$ cat config.mk
export PLATFORM = sky130hd
export DESIGN_NAME = perceptron_activation
export DESIGN_NICKNAME = d
export VERILOG_FILES = /design/src/rtl/perceptron_activation.sv
export SDC_FILE = /design/constraint.sdc
export NUM_CORES = 1
export LEC_CHECK = 0
export ABC_AREA = 0
export BUFFER_PORTS_ARGS = -buffer_cell sky130_fd_sc_hd__buf_2
export CAP_MARGIN = 20
export CORE_UTILIZATION = 35
export DETAILED_ROUTE_END_ITERATION = 10
export GPL_TIMING_DRIVEN = 1
export HOLD_SLACK_MARGIN = 0.05
export PLACE_DENSITY_LB_ADDON = 0.12
export SLEW_MARGIN = 10
export SYNTH_ARGS = -nofsm -noshare
export SYNTH_HDL_FRONTEND = slang
export SYNTH_SLANG_ARGS = --single-unit
$ cat constraint.sdc
create_clock -name clk -period 5.5 [get_ports clk]
set_input_delay 0.275 -clock clk [delete_from_list [all_inputs] [get_ports clk]]
set_output_delay 0.275 -clock clk [all_outputs]
set_load 0.02 [all_outputs]
$ cat src/rtl/perceptron_activation.sv
// -----------------------------------------------------------------------------
// perceptron_activation
//
// Output stage of the single-perceptron datapath. The upstream weighted-sum
// stage has a fixed latency and no handshake, so each input presentation is
// tracked through a valid delay line. When the matching sum emerges it is
// captured with a step-activation compare (sum >= threshold) and then pushed
// into a small result FIFO with a valid/ready read side. A stalled consumer
// never back-pressures the upstream pipeline; results arriving at a full FIFO
// are dropped and flagged.
//
// Parameters:
//   LATENCY      edges from in_valid sampled to the matching sum valid (>= 1)
//   THRESH_INIT  threshold value after reset
//   FIFO_DEPTH   result FIFO entries (power of two, >= 2)
//
// Ports:
//   clk          sole clock, rising edge
//   rst          asynchronous, active-high reset
//   in_valid     vector presented to the weighted-sum stage this cycle
//   sum          48-bit unsigned weighted sum from the weighted-sum stage
//   thr_load     load thr_data into the threshold register
//   thr_data     new threshold, unsigned
//   out_valid    FIFO head holds a result
//   out_ready    consumer accepts the head this cycle
//   out_fire     head result: 1 if sum >= threshold
//   out_sum      head result: captured sum
//   fire_count   saturating count of accepted results with fire = 1
//   overflow     sticky: a result was dropped because the FIFO was full
//   busy         anything in flight in the delay line, capture stage or FIFO
// -----------------------------------------------------------------------------
module perceptron_activation #(
    parameter int unsigned LATENCY     = 11,
    parameter logic [47:0] THRESH_INIT = 48'd0,
    parameter int unsigned FIFO_DEPTH  = 4
) (
    input  logic        clk,
    input  logic        rst,
    input  logic        in_valid,
    input  logic [47:0] sum,
    input  logic        thr_load,
    input  logic [47:0] thr_data,
    output logic        out_valid,
    input  logic        out_ready,
    output logic        out_fire,
    output logic [47:0] out_sum,
    output logic [15:0] fire_count,
    output logic        overflow,
    output logic        busy
);

    localparam int unsigned AW = (FIFO_DEPTH > 1) ? $clog2(FIFO_DEPTH) : 1;
    localparam logic [AW:0] PTR_ONE = {{AW{1'b0}}, 1'b1};

    // -------------------------------------------------------------------------
    // Valid delay line
    // -------------------------------------------------------------------------
    logic [LATENCY-1:0] dly_q;
    logic [LATENCY-1:0] dly_d;
    logic [LATENCY:0]   dly_ext;
    logic               tap;

    // Extending by one bit and dropping the MSB keeps the shift expression
    // legal for LATENCY = 1 without a generate branch.
    always_comb begin
        dly_ext = {dly_q, in_valid};
        dly_d   = dly_ext[LATENCY-1:0];
    end

    // A bit entering at edge 0 reaches the top after edge LATENCY-1, so the
    // tap is high going into edge LATENCY, which is when sum is valid.
    assign tap = dly_q[LATENCY-1];

    always_ff @(posedge clk or posedge rst) begin
        if (rst) begin
            dly_q <= '0;
        end else begin
            dly_q <= dly_d;
        end
    end

    // -------------------------------------------------------------------------
    // Threshold register
    // -------------------------------------------------------------------------
    logic [47:0] thr_q;

    always_ff @(posedge clk or posedge rst) begin
        if (rst) begin
            thr_q <= THRESH_INIT;
        end else if (thr_load) begin
            thr_q <= thr_data;
        end
    end

    // -------------------------------------------------------------------------
    // Capture stage
    // -------------------------------------------------------------------------
    logic        cap_valid_q;
    logic        cap_fire_q;
    logic [47:0] cap_sum_q;

    // Compare uses thr_q as it stood before this edge, so a thr_load landing
    // on the same edge only affects later captures.
    always_ff @(posedge clk or posedge rst) begin
        if (rst) begin
            cap_valid_q <= 1'b0;
            cap_fire_q  <= 1'b0;
            cap_sum_q   <= '0;
        end else begin
            cap_valid_q <= tap;
            if (tap) begin
                cap_fire_q <= (sum >= thr_q);
                cap_sum_q  <= sum;
            end
        end
    end

    // -------------------------------------------------------------------------
    // Result FIFO
    // -------------------------------------------------------------------------
    logic [AW:0] wptr_q;
    logic [AW:0] rptr_q;
    logic        fifo_empty;
    logic        fifo_full;
    logic        push;
    logic        pop;
    logic        accept;
    logic        drop;

    logic        mem_fire [FIFO_DEPTH];
    logic [47:0] mem_sum  [FIFO_DEPTH];

    // Extra pointer MSB distinguishes full from empty.
    always_comb begin
        fifo_empty = (wptr_q == rptr_q);
        fifo_full  = (wptr_q[AW] != rptr_q[AW]) &&
                     (wptr_q[AW-1:0] == rptr_q[AW-1:0]);
        push       = cap_valid_q;
        pop        = !fifo_empty && out_ready;
        // A pop on the same edge frees the slot the push needs.
        accept     = push && (!fifo_full || pop);
        drop       = push && fifo_full && !pop;
    end

    always_ff @(posedge clk or posedge rst) begin
        if (rst) begin
            wptr_q <= '0;
            rptr_q <= '0;
        end else begin
            if (accept) begin
                wptr_q <= wptr_q + PTR_ONE;
            end
            if (pop) begin
                rptr_q <= rptr_q + PTR_ONE;
            end
        end
    end

    // Storage needs no reset: contents are only observed while out_valid.
    always_ff @(posedge clk) begin
        if (accept) begin
            mem_fire[wptr_q[AW-1:0]] <= cap_fire_q;
            mem_sum[wptr_q[AW-1:0]]  <= cap_sum_q;
        end
    end

    // Gate the head with out_valid so the outputs read zero out of reset.
    always_comb begin
        out_valid = !fifo_empty;
        out_fire  = out_valid & mem_fire[rptr_q[AW-1:0]];
        out_sum   = out_valid ? mem_sum[rptr_q[AW-1:0]] : '0;
    end

    // -------------------------------------------------------------------------
    // Status
    // -------------------------------------------------------------------------
    logic [15:0] fire_count_q;
    logic        overflow_q;

    always_ff @(posedge clk or posedge rst) begin
        if (rst) begin
            fire_count_q <= '0;
            overflow_q   <= 1'b0;
        end else begin
            if (accept && cap_fire_q && (fire_count_q != 16'hFFFF)) begin
                fire_count_q <= fire_count_q + 16'd1;
            end
            if (drop) begin
                overflow_q <= 1'b1;
            end
        end
    end

    assign fire_count = fire_count_q;
    assign overflow   = overflow_q;
    assign busy       = (|dly_q) | cap_valid_q | out_valid;

endmodule

Word level (Yosys, flattened, before mapping)

Memory sizes are Yosys's and may differ from the RTL's.
Index checks and enable logic that the tools add are counted.

Muxes and demuxes: 3
$lt $le $gt $ge: 1
Reduce and logical (&&, ||, !) cells: 12
Bitwise gates (word level): 3
$add $sub $neg: 3
Eq/ne operators: 4

Operators by type and width:

| kind                                          | count |
|---|---|
| >= comparator 48 bit                          | 1 |
| 2-to-1 mux 48 bit                             | 1 |
| adder 16 x 1 -> 16 bit, second input constant | 1 |
| inequality test 16 bit, second input constant | 1 |
| OR reduction 11 bit                           | 1 |
| logical AND 1 bit                             | 7 |
| adder 3 x 1 -> 3 bit, second input constant   | 2 |
| == test 3 bit                                 | 1 |
| zero test 1 bit                               | 3 |
| == test 2 bit                                 | 1 |
| 2-to-1 mux 1 bit                              | 2 |
| bitwise OR 1 bit                              | 2 |
| AND 1 bit                                     | 1 |
| logical OR 1 bit                              | 1 |
| inequality test 1 bit                         | 1 |

Bits in writable memories: 196
Bits in registers: 132
Memories: 2
Bits of input ports: 101
Word-level logic and storage cells: 37
Output and inout bits: 68

Memory list:

| memory   | words | width | rd ports | clocked after memory_dff | write ports | line | source |
|---|---|---|---|---|---|---|---|
| mem_sum  | 4     | 48    | 1        | 0                        | 1           | 131  | `logic [47:0] mem_sum [FIFO_DEPTH];` |
| mem_fire | 4     | 1     | 1        | 0                        | 1           | 130  | `logic mem_fire [FIFO_DEPTH];` |

Longest topological paths before layout

Depth after elaboration: 7
Gate-level depth with buffers: 8
Depth with buffers taken out: 8

Worst setup path before layout

Ideal clock, no wire load.

Kind: reg2reg
Start point: reg rptr_q[0]
End point: mem mem_fire[3] (enable)
Data arrival time: 2.202 ns
Path buffers: 1
Slack: 2.885 ns
Setup time: 0.413 ns
Required time: 5.087 ns
Cell stages (with the launch flop): 5
Period minus slack after synthesis: 2.615 ns
Path through: dfrtp_1 buf_4 xnor2_2 a41oi_4 and2_1

Word-level cells in the longest chain between the ends: 7
Elaborated cells on any way between the ends: 10
Those cells by class: eq/ne: 2; mux: 2; reduce/logical: 6

Ends and longest elaborated chain:

| what                                                        | line     | source |
|---|---|---|
| from (decl)                                                 | 122      | `logic [AW:0] rptr_q;` |
| from (signal assigned)                                      | 154      | `rptr_q <= rptr_q + PTR_ONE;` |
| == test 3 bit / == test 2 bit (equally long branches)       | 135, 137 |  |
| zero test 1 bit / logical AND 1 bit (equally long branches) | 139, 136 |  |
| logical AND 1 bit / zero test 1 bit (equally long branches) | 139, 141 |  |
| logical OR 1 bit (*)                                        | 141      | `accept = push && (!fifo_full \|\| pop);` |
| logical AND 1 bit (*)                                       | 141      |  |
| 2-to-1 mux 1 bit (*)                                        | 161      | `if (accept) begin` |
| 2-to-1 mux 1 bit (implied by the code) (*)                  | 162      | `mem_fire[wptr_q[AW-1:0]] <= cap_fire_q;` |
| to (decl)                                                   | 130      |  |

Every way passes the cells marked *; elsewhere a longest branch is shown, timed or not.

Worst setup path after layout

Start point: reg wptr_q[1]
End point: out busy

Word-level cells in the longest chain between the ends: 3

Ends and longest elaborated chain:

| what                   | line | source |
|---|---|---|
| from (decl)            | 121  | `logic [AW:0] wptr_q;` |
| from (signal assigned) | 151  | `wptr_q <= wptr_q + PTR_ONE;` |
| == test 3 bit          | 135  | `fifo_empty = (wptr_q == rptr_q);` |
| zero test 1 bit        | 169  | `out_valid = !fifo_empty;` |
| bitwise OR 1 bit       | 196  | `assign busy = (\|dly_q) \| cap_valid_q \| out_valid;` |
| to (decl)              | 49   | `output logic busy` |

Every way passes these cells.

==> results by group <==
Run status
  • Status: finished clean

STA
  • Period utilisation layout: 57.9%
  • # setup viols final: 0
  • Slew headroom: 39.0%
  • Final setup TNS: 0 ns
  • Worst Tran Pin Value: 0.916 ns
  • Final hold vios: 0
  • RSZ-0062 raised after global routing: false
  • Max Freq: 314 MHz
  • Final Max Tran Viols: 0
  • Final Skew: 0.0134 ns
  • WHS: 0.102 ns
  • Period minus WS final: 3.18 ns

Layout
  • Layout Utilization: 45.4%
  • Multi-input logic area: 0.00399 mm2
  • FF+latch area: 0.00920 mm2
  • Post-Layout Cell Count: 1683
  • Fin nets: 1297
  • Fillers: 3440
  • Share of layout cells above drive strength 1: 29.8%
  • Syn-to-layout area delta: 27.0%

Routing
  • Vias per cell: 4.65
  • Routed Antenna Nets: 0
  • Detailed Routing Iterations Pass 1: 4
  • Vias: 7818
  • Routed len/inst: 18.4 um
  • Total Wirelength: 31.0 mm
  • DRC viols: 0
  • DRT iter0 DRCs: 287

Critical path
  • CP Capture Type: output port
  • Reg2Reg Setup Slack: 2.76 ns
  • CP Class: reg2out
  • Worst setup SP type: flip-flop
  • CP Data Arrival Time: 2.91 ns
  • Worst EP required: 5.22 ns
  • Max FO, Critical Path: 28

Synthesis
  • Register bit count reported by yosys: 328
  • Top post-synthesis cells by area: edfxtp_1 43%, dfrtp_1 24%, mux4_2 8.2%
  • Mapped Area: 0.0135 mm2
  • List of most frequent post-synthesis cells: 196 x edfxtp_1, 132 x dfrtp_1, 65 x nand2_1
  • FFs w/ async S/R, synth: 40.2%
  • Post-synth top area cell: edfxtp_1
  • Mapped Nets: 1015
  • Synth Flop Type: edfxtp_1
  • Number of synthesized flops with an enable pin: 196
  • Count leader, synth: edfxtp_1
  • Avg Cell Area, Syn: 15.7 um2
  • Synth top area share: 43.5%
  • Synth cell types: 44
  • Synth Warn #: 0
  • Post-Syn Instances: 860
  • Post-synthesis sequential area ratio: 67.9%

Placement
  • Placed insts: 1515
  • Post-DP HPWL: 19.6 mm
  • RD Place Congestion: 0.719
  • Port Buffers: 168

GRT
  • GRT overflow: 0
  • Vias in the first global route: 8269
  • Total track usage: 16.3%
  • Largest net degree at the start of global routing: 93
  • First-pass GRT wire length: 48.0 mm
  • Initial antenna violation count: 1

Floorplan
  • Area of the die: 0.0395 mm2
  • DIE WIDTH: 199 um
  • FP Rows: 71
  • I/O Pins: 169
  • Core Region: 0.0378 mm2
  • Initial Util: 35.8%
  • Die Y: 199 um

Worst hold path
  • Hold Crit Class: in2reg

Clocking
  • Hold-fix buffers at CTS: 98
  • CTS tree: done
  • Clock latency on the worst-skew pair: 0.53 ns
  • Num Clock Sinks: 328
  • Root Driver: clkbuf_16
  • Number of post-CTS setup repair buffers: 0
  • Clk slew on worst S/H paths: 0.05 ns
  • Longest Clk Path Bufs: 3
  • H-tree depth: 2
  • Post-CTS resize count: 0
  • Total CTS buffers: 37

Pwr
  • Leakage: 6.90 nW
  • Total power: 0.00847 W
  • PwrDens: 493 mW/mm2
  • Peak VDD IR: 274 uV

Job
  • Max-Cap Viols: 0
-- cells by family after synthesis --
group,count (synthesis),share of synthesized area [%]
fa+ha+maj,54,4.99
compound gates,91,3.85
simple gates,172,6.66
buf+inv,93,2.74
flops,328,67.9
xor+xnor,22,1.48
mux,100,12.4
-- worst max-delay path: stages (launching register included) --
cell     delay [ns]
dfrtp_1        0.41
xnor2_1        0.35
nand2_1        0.15
nor2_4         0.71
buf_4          0.43
nand4_1        0.12
buf_2          0.18
-- where the power goes --
group	internal (W)	leakage, nW	switching (W)
Clock	0.00146	0.582	0.000995
Combinational	0.00107	2.94	0.00167
Sequential	0.00310	3.38	0.000166
-- cell usage in the layout (no fill, tap or decap), types with 5 or more instances in the layout --
| cell | instances |
|---|---|
| xor2_1 | 10 |
| xnor2_1 | 11 |
| clkbuf_16 | 37 |
| nand4_1 | 11 |
| buf_4 | 10 |
| nor3_2 | 5 |
| nor2b_1 | 50 |
| mux2_2 | 50 |
| dfrtp_1 | 129 |
| clkbuf_1 | 10 |
| o21ai_0 | 56 |
| dlygate4sd3_1 | 98 |
| nor2_1 | 9 |
| edfxtp_1 | 196 |
| nand2_1 | 65 |
| nand3_1 | 13 |
| inv_1 | 58 |
| mux4_2 | 49 |
| clkinv_1 | 5 |
| buf_2 | 168 |
| a21oi_1 | 19 |
| nor4_1 | 5 |
| ha_1 | 54 |
-- path summary, 6_finish.rpt --
kind,startpoint,end,cells after the start
min,out_ready,rptr_q[2],3
min reg2reg,dly_q[8],dly_q[9],0
max reg2reg,wptr_q[1],rptr_q[1],7
max in group asynchronous,rst,rptr_q[0],4
max,wptr_q[1],busy,6
min in group asynchronous,rst,fire_count[1],3
-- stage by stage --
stage / area (um2) / worst slack [ns]
CTS: 17200 / 2.20
finish: 17200 / 2.32
floorplan: 13500 / 1.70
global route: 17200 / 2.10
detailed placement: 15000 / 2.67
global placement: 15000 / 2.71
-- layer usage --
metal	up-vias	routed length, um	GRT usage, %	share of wire, %
met4	0	484	4.07	1.6
met1	3910	14500	22.4	47
li1	3729	-	-	-
met5	-	0	0	0
met2	141	14800	26.4	48
met3	38	1330	3.26	4.3
-- final cells by class --
type	count	area share [%]
diodes	1	0.0146
clock buffers	48	5.69
clock inverters	20	1.35
inverters	59	1.32
multi-input cells	439	23.2
flip-flops and latches	328	53.5
well taps	511	3.72
repair buffers	277	11.2
-- registers in the layout, indices dropped and copies added, names as in the netlist --
register     cells
wptr_q           3
thr_q           48
mem_sum        192
rptr_q           3
mem_fire         4
cap_valid_q      1
cap_fire_q       1
overflow         1
dly_q           11
fire_count      16
cap_sum_q       48
Note: power is estimated with default switching activity, not from simulation.
